===== src/rtl/serial_adder_if.sv =====
// Request/result bundle for the bit-serial adder.
// The master drives the operands and start; the slave returns the handshake and the result.
interface serial_adder_if #(
   parameter int unsigned WIDTH = 8
) ();

   logic             start;
   logic [WIDTH-1:0] a;
   logic [WIDTH-1:0] b;
   logic             cin;
   logic             busy;
   logic             done;
   logic [WIDTH-1:0] sum;
   logic             cout;

   modport master (
      output start, a, b, cin,
      input  busy, done, sum, cout
   );

   modport slave (
      input  start, a, b, cin,
      output busy, done, sum, cout
   );

endinterface


===== src/rtl/serial_adder.sv =====
// Bit-serial adder: {cout,sum} = a + b + cin.
// One full-adder cell and a carry flop handle one bit per clock, LSB first.
module serial_adder #(
   parameter int unsigned WIDTH = 8
) (
   input  logic          clk,
   input  logic          rst,
   serial_adder_if.slave bus
);

   localparam int unsigned CW   = (WIDTH < 2) ? 1 : $clog2(WIDTH + 1);
   localparam int unsigned LAST = WIDTH - 1;

   typedef enum logic [1:0] {
      IDLE  = 2'd0,
      SHIFT = 2'd1,
      DONE  = 2'd2
   } state_t;

   state_t           state;
   logic [CW-1:0]    count;
   logic [WIDTH-1:0] a_sh;
   logic [WIDTH-1:0] b_sh;
   logic [WIDTH-1:0] res_sh;
   logic             carry;

   logic             fa_sum;
   logic             fa_carry;
   logic [WIDTH-1:0] res_next;
   logic             last_bit;

   // Single full-adder cell on the current LSBs
   always_comb begin
      fa_sum   = a_sh[0] ^ b_sh[0] ^ carry;
      fa_carry = (a_sh[0] & b_sh[0]) | (a_sh[0] & carry) | (b_sh[0] & carry);
      last_bit = (count == CW'(LAST));
   end

   // New sum bit enters at the MSB so the word is aligned after WIDTH shifts
   generate
      if (WIDTH == 1) begin : g_res_w1
         assign res_next = fa_sum;
      end else begin : g_res_wn
         assign res_next = {fa_sum, res_sh[WIDTH-1:1]};
      end
   endgenerate

   always_ff @(posedge clk) begin
      if (rst) begin
         state    <= IDLE;
         count    <= '0;
         a_sh     <= '0;
         b_sh     <= '0;
         res_sh   <= '0;
         carry    <= 1'b0;
         bus.busy <= 1'b0;
         bus.done <= 1'b0;
         bus.sum  <= '0;
         bus.cout <= 1'b0;
      end else begin
         case (state)
            IDLE, DONE: begin
               bus.done <= 1'b0;
               if (bus.start) begin
                  a_sh     <= bus.a;
                  b_sh     <= bus.b;
                  carry    <= bus.cin;
                  count    <= '0;
                  bus.busy <= 1'b1;
                  state    <= SHIFT;
               end else begin
                  bus.busy <= 1'b0;
                  state    <= IDLE;
               end
            end

            SHIFT: begin
               a_sh   <= a_sh >> 1;
               b_sh   <= b_sh >> 1;
               res_sh <= res_next;
               carry  <= fa_carry;
               count  <= count + CW'(1);
               // Result becomes visible only once the last bit has been produced
               if (last_bit) begin
                  bus.sum  <= res_next;
                  bus.cout <= fa_carry;
                  bus.busy <= 1'b0;
                  bus.done <= 1'b1;
                  state    <= DONE;
               end
            end

            default: begin
               bus.busy <= 1'b0;
               bus.done <= 1'b0;
               state    <= IDLE;
            end
         endcase
      end
   end

endmodule


===== src/flat_wrapper.sv =====
// flat-port wrapper written by rule: the top's interface ports become plain ports
module serial_adder_flat 
#(
   parameter int unsigned WIDTH = 8
)
  (clk, rst, bus_start, bus_a, bus_b, bus_cin, bus_busy, bus_done, bus_sum, bus_cout);
  serial_adder_if #(.WIDTH(WIDTH)) bus_i ();
  input  logic clk;
  input  logic rst;
  input wire logic [$bits(bus_i.start)-1:0] bus_start;
  input wire logic [$bits(bus_i.a)-1:0] bus_a;
  input wire logic [$bits(bus_i.b)-1:0] bus_b;
  input wire logic [$bits(bus_i.cin)-1:0] bus_cin;
  output wire logic [$bits(bus_i.busy)-1:0] bus_busy;
  output wire logic [$bits(bus_i.done)-1:0] bus_done;
  output wire logic [$bits(bus_i.sum)-1:0] bus_sum;
  output wire logic [$bits(bus_i.cout)-1:0] bus_cout;
  assign bus_i.start = bus_start;
  assign bus_i.a = bus_a;
  assign bus_i.b = bus_b;
  assign bus_i.cin = bus_cin;
  assign bus_busy = bus_i.busy;
  assign bus_done = bus_i.done;
  assign bus_sum = bus_i.sum;
  assign bus_cout = bus_i.cout;
  serial_adder #(.WIDTH(WIDTH)) u_core (.clk(clk), .rst(rst), .bus(bus_i));
endmodule

===== config.mk =====
export PLATFORM = sky130hd
export DESIGN_NAME = serial_adder_flat
export DESIGN_NICKNAME = d
export VERILOG_FILES = /design/src/rtl/serial_adder_if.sv /design/src/rtl/serial_adder.sv /design/src/flat_wrapper.sv
export SDC_FILE = /design/constraint.sdc
export NUM_CORES = 1
export LEC_CHECK = 0
export CORE_MARGIN = 1.5
export CORE_UTILIZATION = 45
export DETAILED_ROUTE_END_ITERATION = 7
export DONT_BUFFER_PORTS = 1
export REMOVE_ABC_BUFFERS = 1
export SETUP_SLACK_MARGIN = 0.3
export SLEW_MARGIN = 0
export SYNTH_ARGS = -nofsm -noshare
export SYNTH_HDL_FRONTEND = slang
export SYNTH_SLANG_ARGS = --single-unit

===== constraint.sdc =====
create_clock -name clk -period 1.5 [get_ports clk]
set_clock_uncertainty 0.1 [all_clocks]
set_input_delay 0.15 -clock clk [delete_from_list [all_inputs] [get_ports clk]]
set_output_delay 0.15 -clock clk [all_outputs]
set_load 0.005 [all_outputs]

# Yosys cells after proc, flatten, opt, wreduce, memory -nomap -nowiden
# Index checks and enable logic that the tools add are counted.
[word_totals]
elab_cells = 44
reg_bits = 42
in_bits = 20
output_inout_bits = 11
[op_classes]
muxes = 14
addsub = 1
n_eq_ne = 5
bitwise = 8
reduce_logical = 6
[ops]
columns = ["operator", "n"]
rows = [
  ["one-hot mux 8 bit (2 select lines)", 2],
  ["two-way mux 8 bit", 2],
  ["one-hot mux 4 bit (2 select lines)", 1],
  ["adder 4 x 1 -> 4 bit, second input constant", 1],
  ["== test 4 x 3 -> 1 bit, second input constant", 1],
  ["two-way mux 1 bit", 4],
  ["two-way mux 4 bit", 1],
  ["one-hot mux 1 bit (2 select lines)", 2],
  ["one-hot mux 2 bit (2 select lines)", 1],
  ["AND reduction 2 bit", 2],
  ["OR reduction 2 bit", 2],
  ["bitwise AND 1 bit", 3],
  ["== test 2 x 1 -> 1 bit, second input constant", 1],
  ["== test 2 bit, second input constant", 1],
  ["zero test 2 bit", 1],
  ["two-way mux 2 bit", 1],
  ["!= test 2 x 1 -> 1 bit, second input constant", 1],
  ["!= test 2 bit, second input constant", 1],
  ["bitwise OR 1 bit", 2],
  ["nonzero test 2 bit", 1],
  ["bitwise XOR 1 bit", 2],
  ["NOT 1 bit", 1],
]

# Depth between registers and ports, before layout
# Gate-level depths: netlist of run 1.
[logic_depth]
ltp_word = 4
ltp_mapped = 5
ltp_nobuf = 4

# Worst setup path before layout of run 1
# OpenSTA, ideal clock, no wires.
[synth_path]
kind = "reg-to-reg"
start = "register u_core.count[0]"
end = "register u_core.bus.cout"
stages_incl_launch_ff = 5
path_slack_ps = 177
setup_time_ps = 59
synth_period_minus_slack_ps = 1323
arrival_ps = 1164
required_time_ps = 1341
cell_sequence = "dfxtp_1 > ha_1 > and3b_1 > a21oi_2 > a22o_1"
[synth_via]
elab_chain_len = 2
[synth_lines]
columns = ["item", "line", "text"]
rows = [
  ["start, declared", "serial_adder.sv:21", "logic [CW-1:0] count;"],
  ["start signal, assigned", "serial_adder.sv:82", "count <= count + CW'(1);"],
  ["== test 4 x 3 -> 1 bit", "serial_adder.sv:36", "last_bit = (count == CW'(LAST));"],
  ["AND reduction 2 bit (no source line)", "-", ""],
  ["end signal, assigned", "serial_adder.sv:86", "bus.cout <= fa_carry;"],
  ["end, declared", "serial_adder_if.sv:23", "output busy, done, sum, cout"],
]
# Every way passes these cells.
# A chain may end at the register's enable or synchronous reset.

# Worst setup path after layout of run 1
[layout_path]
start = "register u_core.count[1]"
end = "register u_core.bus.sum[2]"
[layout_via]
elab_chain_len = 2
[layout_lines]
columns = ["item", "line", "text"]
rows = [
  ["== test 4 x 3 -> 1 bit", "serial_adder.sv:36", ""],
  ["AND reduction 2 bit (no source line)", "-", ""],
  ["end signal, assigned", "serial_adder.sv:85", "bus.sum <= res_next;"],
  ["end, declared", "serial_adder_if.sv:23", ""],
]
# Every way passes these cells.

==> flow_metrics.py, run 1 <==
metrics = {
    "global_routing": {
        "grt_max_degree": 34,
        "gr-total-overflow": 0,
        "first_global_vias": 1342,
        "antenna_found_initial": 0,
        "grtUsageTotal_pct": 20.1,
        "grt_pass1_wl_mm": 5.71,
    },
    "synthesis": {
        "ys_async_sr_fraction_pct": 0,
        "synth_cell_types": 28,
        "syn_inst": 164,
        "yosys_warnings": 0,
        "synth_adder_area_share_pct": 2.08,
        "synth-simple-area-share_pct": 17.3,
        "synth.avg_cell_area_um2": 9.54,
        "syn_area_um2": 1560,
        "synth-seq-cells": 40,
        "synth_compound_area_share_pct": 22.3,
        "synth-edff-count": 0,
        "synthMuxAreaShare_pct": 1.68,
        "yosysSeqAreaShare_pct": 51.2,
        "synth-xor-area-share_pct": 0,
        "synthFlopType": "dfxtp_1",
        "synth_top_family_by_area": "compound AO/OA/AOI/OAI gates",
    },
    "clocking": {
        "cts_root_buf": "clkbuf_4",
        "cts_tree": "done",
        "numCtsBuffers": 5,
        "clkTransAtPathRegs_ns": 0.12,
        "h-tree-depth": 2,
        "clkSinkCount": 40,
        "cts_buffer_depth": 2,
        "insertion_delay_ns": 0.35,
    },
    "final_layout": {
        "layout_commonest_cell": "dfxtp_1",
        "area_growth_pct": 43.1,
        "drive_above_1_share_pct": 35.8,
        "fin_area_um2": 2240,
        "layout_common_cells": "dfxtp_1, a21oi_1, nand3_1, dlygate4sd3_1, nand2_1",
        "regArea_um2": 813,
        "multi_input_area_um2": 846,
        "n_fill_cell": 270,
        "nNetsFinal": 222,
        "antenna_cells": 0,
    },
    "power": {
        "leakage_nw": 0.807,
        "irDropWorstVdd_mv": 0.606,
        "finalPower_mw": 2.07,
        "power_density_nw_per_um2": 924,
    },
    "job": {
        "max_cap_viol_count": 0,
    },
    "critical_path": {
        "worstPathCellList": "ha_4 -> and3b_2 -> a21oi_4 -> a22o_1",
        "crit_fanout": 8,
        "slowest_delay_ns": 0.38,
        "startpoint_type": "flop",
        "crit_path_top_delay_cell": "dfxtp_4",
        "cp.required_ns": 1.70,
        "cp.arrival_ns": 1.56,
        "path_class": "reg -> reg",
        "crit_path_end_kind": "flop",
    },
    "sta": {
        "setup_violations": 0,
        "post-route-min-period_ns": 1.36,
        "hold_viol": 0,
        "slew_headroom_pct": 83.0,
        "slew_viol_final": 0,
        "tns_ns": 0,
        "rsz0062_at_grt": "yes",
        "worstMarginPinSlew_ns": 0.255,
        "final.period_utilization_pct": 90.6,
        "hold_ws_ns": 0.0110,
        "fmax_ghz": 0.736,
    },
    "drt": {
        "dr.pass1.iters": 4,
        "vias": 1421,
        "drt-wirelength-per-cell_um": 16.6,
        "wirelength_mm": 4.11,
        "ant_nets": 0,
        "viasPerCell": 5.75,
        "first_iter_violations": 77,
        "drc_errors": 0,
    },
    "floorplan": {
        "die_h_um": 62.0,
        "fp-row-count": 21,
        "fp.dieW_um": 62.0,
        "start_util_pct": 46.9,
        "die_area_um2": 3840,
        "num_io_pins": 31,
        "coreArea_um2": 3340,
    },
    "min_path": {
        "min_path_type": "in -> reg",
    },
    "run_status": {
        "status": "finished, final reports clean",
    },
    "place": {
        "place_congestion": 0.781,
        "port_buffers": 0,
        "hpwl_mm": 2.05,
        "post_dp_cell_area_um2": 1590,
    },
}
==> stage by stage <==
stage	util (%)	std cells	setup WS (ns)
after detailed placement	47.6	203	0.0369
final	67.1	247	0.142
after global routing	67.1	247	0.0742
after CTS	60.1	240	0.177
after global placement	47.6	203	0.0896
after floorplan	-	150	-0.122
==> power breakdown <==
part           switching, mW  total (mW)  internal [mW]
combinational          0.172       0.355          0.183
sequential            0.0339        1.14           1.10
clock                  0.354       0.578          0.223
==> worst paths after layout <==
path | endpoint | from | cells after the start | slack (ns)
hold reg to reg | u_core.res_sh[1] | u_core.res_sh[1] | 2 | 0.38
hold / removal | u_core.count[3] | rst | 2 | 0.01
setup / recovery | u_core.bus.sum[2] | u_core.count[1] | 4 | 0.14
setup reg to reg | u_core.bus.sum[2] | u_core.count[1] | 4 | 0.14
==> Yosys cell counts, drive strengths merged, types with 2 or more instances <==
cell type  number  area share [%]
a21oi          30             9.8
a22o            8             4.5
a22oi          15             7.2
buf            11             4.7
clkbuf          3            0.72
dfxtp          40              51
mux2            2             1.7
nand2          17             4.1
nand2b          3             1.4
nand3          20             6.4
nor2            3            0.72
nor3            2             1.4
==> critical path: cells and delay by family, from the launching register on <==
kind / cells / cell delay (ns)
fa+ha+maj: 1 / 0.16
compound gates: 2 / 0.45
flops: 1 / 0.38
simple gates: 1 / 0.24
==> state kept, by name, indices dropped and copies added (netlist names) <==
signal           flops
u_core.carry         1
u_core.bus.busy      1
u_core.bus.sum       8
u_core.count         4
u_core.b_sh          8
u_core.bus.done      1
u_core.a_sh          8
u_core.res_sh        7
u_core.state         1
u_core.bus.cout      1
==> repair_timing <==
item	in CTS	in global routing
gates cloned	4	3
hold endpoints to repair	40	1
pin swaps	11	28
buffers inserted	6	3
hold buffers	19	1
resized for setup	26	36
setup endpoints to repair	37	38
==> area by class of cell <==
cell class                 count  share of cell area (%)
sequential                    40                    36.3
clock inverter                 2                   0.447
timing repair buffer          42                    20.6
multi-input combinational    111                    37.8
tap                           46                    2.57
clock buffer                   6                    2.29
==> metal layers <==
metal	up-vias	track usage [%]	wire length (µm)
li1	673	-	-
met1	704	21.6	1710
met2	39	37.2	2170
met3	5	6.42	188
met4	0	6.38	34
met5	-	0	0
==> kinds of logic (layout without fill, tap and decap cells) <==
kind of cell	after synthesis	after routing
muxes	2	2
AOI/OAI and AO/OA	55	55
DFF	40	40
adders and majority gates	2	2
and+or+nand+nor	51	52
buffers and inverters	14	50
No activity file was read; power rests on OpenSTA's default activity.
==> inputs of run 2 (changes only) <==
--- a/config.mk
+++ b/config.mk
@@ -5,8 +5,10 @@
 export SDC_FILE = /design/constraint.sdc
 export NUM_CORES = 1
 export LEC_CHECK = 0
+export ABC_AREA = 1
 export CORE_MARGIN = 1.5
 export CORE_UTILIZATION = 45
+export CTS_CLUSTER_DIAMETER = 100
 export DETAILED_ROUTE_END_ITERATION = 7
 export DONT_BUFFER_PORTS = 1
 export REMOVE_ABC_BUFFERS = 1
==> run 2 against run 1 <==
The flow now finishes with violations (negative hold slack). Clock power increased by 28%. Sequential share of layout area increased by 2.8 points. Routed wire length decreased by 10%. Non-clock buffer count decreased by 21. Maximum frequency increased by 12%. Die area increased by 8.8%. Flip-flop and latch count unchanged. Core utilization decreased by 10 points. Critical path type unchanged. Largest cell class unchanged. Highest routed layer unchanged.
==> flow_metrics.py, run 2 <==
metrics = {
    "synthesis": {
        "synth_top_family_by_area": "simple AND/OR/NAND/NOR gates",
        "synth_cell_types": 19,
        "synthMuxAreaShare_pct": 0,
        "synthTopCellsByArea": "dfxtp_1, nand3_1, nand2_1",
        "synthFlopType": "dfxtp_1",
        "syn_area_um2": 1710,
        "synth-edff-count": 0,
        "synth_adder_area_share_pct": 1.90,
        "synth-simple-area-share_pct": 33.7,
        "synth-seq-cells": 40,
        "ys_top_cells_by_count": "nand3_1, nand2_1, dfxtp_1",
        "syn_inst": 234,
        "synth.most_common_cell": "nand3_1",
        "yosysTopAreaCell": "dfxtp_1",
        "yosys_warnings": 0,
        "yosysSeqAreaShare_pct": 46.9,
        "ys_async_sr_fraction_pct": 0,
        "synth-xor-area-share_pct": 0,
        "synth.avg_cell_area_um2": 7.30,
        "synth_compound_area_share_pct": 8.86,
        "synth_top_area_share_pct": 46.9,
    },
    "power": {
        "p_switching_uw": 589,
        "power_density_nw_per_um2": 1080,
        "irDropWorstVdd_mv": 0.531,
        "leakage_nw": 0.906,
        "pwr-share-clk_pct": 33.0,
        "internal_power_mw": 1.65,
        "seq_power_share_pct": 52.3,
        "p_sw_share_pct": 26.3,
        "pwr-share-comb_pct": 14.7,
        "finalPower_mw": 2.24,
    },
    "critical_path": {
        "crit_path_end_kind": "flop",
        "path_class": "reg -> reg",
        "critical_path.top_delay_family": "adder cells",
        "startpoint_type": "flop",
        "crit_path_top_delay_cell": "fa_2",
        "cp.arrival_ns": 1.35,
        "slowest_delay_ns": 0.58,
        "worstPathCellList": "fa_2 -> o21ai_1 -> nor2_1",
        "cp.required_ns": 1.64,
        "crit_fanout": 2,
        "path_buf_inv": 0,
    },
    "clocking": {
        "h-tree-depth": 2,
        "cts_buffer_depth": 2,
        "ctsHoldBuffers": 4,
        "cts_tree": "done",
        "cts_root_buf": "clkbuf_8",
        "clkSinkCount": 40,
        "insertion_delay_ns": 0.29,
        "clkTransAtPathRegs_ns": 0.07,
        "numCtsBuffers": 5,
    },
    "final_layout": {
        "top_regs": "u_core.a_sh (8), u_core.b_sh (8), u_core.bus.sum (8)",
        "regArea_um2": 813,
        "fin_cells": 299,
        "antenna_cells": 0,
        "drive_above_1_share_pct": 18.7,
        "nNetsFinal": 272,
        "multi_input_area_um2": 852,
        "area_growth_pct": 21.7,
        "n_fill_cell": 358,
        "layout_commonest_cell": "nand3_1",
        "layout_common_cells": "nand3_1, nand2_1, dfxtp_1, nor2_1",
    },
    "drt": {
        "ant_nets": 0,
        "vias": 1532,
        "drc_errors": 0,
        "viasPerCell": 5.12,
        "dr.pass1.iters": 4,
        "first_iter_violations": 63,
        "drt-wirelength-per-cell_um": 12.4,
        "wirelength_mm": 3.70,
    },
    "sta": {
        "slew_viol_final": 0,
        "post-route-min-period_ns": 1.21,
        "rsz0062_at_grt": "yes",
        "fmax_ghz": 0.826,
        "slew_headroom_pct": 83.8,
        "tns_ns": 0,
        "final.period_utilization_pct": 80.7,
        "setup_violations": 0,
        "hold_viol": 17,
        "hold_ws_ns": -0.186,
        "worstMarginPinSlew_ns": 0.242,
    },
    "floorplan": {
        "coreArea_um2": 3660,
        "num_io_pins": 31,
        "fp.dieW_um": 64.6,
        "die_area_um2": 4180,
        "die_h_um": 64.6,
        "start_util_pct": 46.7,
        "fp-row-count": 22,
    },
    "global_routing": {
        "first_global_vias": 1389,
        "gr-total-overflow": 0,
        "grt_max_degree": 17,
        "grtUsageTotal_pct": 19.4,
        "grt_pass1_wl_mm": 6.26,
        "antenna_found_initial": 0,
    },
    "run_status": {
        "status": "finished, violations left",
        "violations": "negative hold slack",
    },
    "place": {
        "dp.cells": 282,
        "port_buffers": 0,
        "hpwl_mm": 2.45,
        "place_congestion": 0.767,
    },
    "min_path": {
        "min_path_type": "in -> reg",
    },
    "job": {
        "max_cap_viol_count": 0,
    },
}
## run 2: cell types whose count changed in the layout (fill, tap and decap cells not counted), sizes merged, moves of 15 or more
cell / delta
nand3: +33
a22oi: -15
nand2: +35
dlygate4sd3: -15
inv: +20
nor2: +21
## run 2: final timing paths
path / slack (ns) / cells past startpoint / endpoint / from
worst min-delay path: -0.19 / 1 / u_core.carry / rst
worst min register to register: 0.36 / 2 / u_core.bus.sum[3] / u_core.res_sh[4]
worst max-delay path: 0.29 / 3 / u_core.res_sh[7] / u_core.b_sh[0]
worst max register to register: 0.29 / 3 / u_core.res_sh[7] / u_core.b_sh[0]
## run 2: metal layers
layer	global-route usage [%]	vias up	wire, µm
met2	30.3	37	1710
met3	5.21	4	183
met5	0	-	0
met1	24.6	693	1770
li1	-	798	-
met4	9.57	0	32
## run 2: power groups by stage
stage	Combinational, mW	Sequential [mW]	Clock, mW
5_1_grt	0.369	1.18	0.801
6_report	0.329	1.17	0.738
3_5_place_dp	0.274	1.19	0
3_3_place_gp	0.275	1.19	0
4_1_cts	0.306	1.17	0.759
2_1_floorplan	0.176	1.19	0
## run 2: through the flow
stage | hold slack, ns | worst slack (ns) | utilization (%) | area [µm²]
4_1_cts | -0.195 | 0.286 | 55.2 | 2020
2_1_floorplan | 0.119 | -0.0613 | - | 1640
3_5_place_dp | 0.123 | 0.122 | 49.0 | 1790
5_1_grt | -0.200 | 0.253 | 56.8 | 2080
6_report | -0.186 | 0.289 | 56.8 | 2080
3_3_place_gp | 0.121 | 0.139 | 49.0 | 1790
## run 2: kinds of logic after synthesis
group                    Yosys count
AND/OR/NAND/NOR                  129
adder cells (fa/ha/maj)            2
buffers and inverters             33
flip-flops                        40
AO/OA/AOI/OAI                     30
## run 2: repair_timing
action                                 CTS  global route
setup buffers                            2             2
gates resized for setup                 23            12
setup endpoints to repair               30            28
pin swaps                                5             8
cloned                                   1             0
endpoints found under the hold margin   18            16
## run 2: cell type report
class,instances,area share (%)
flip-flops and latches,40,39.1
well taps,48,2.89
multi-input cells,162,41.0
inverters,20,3.73
repair buffers,21,8.97
clock buffers,8,4.33
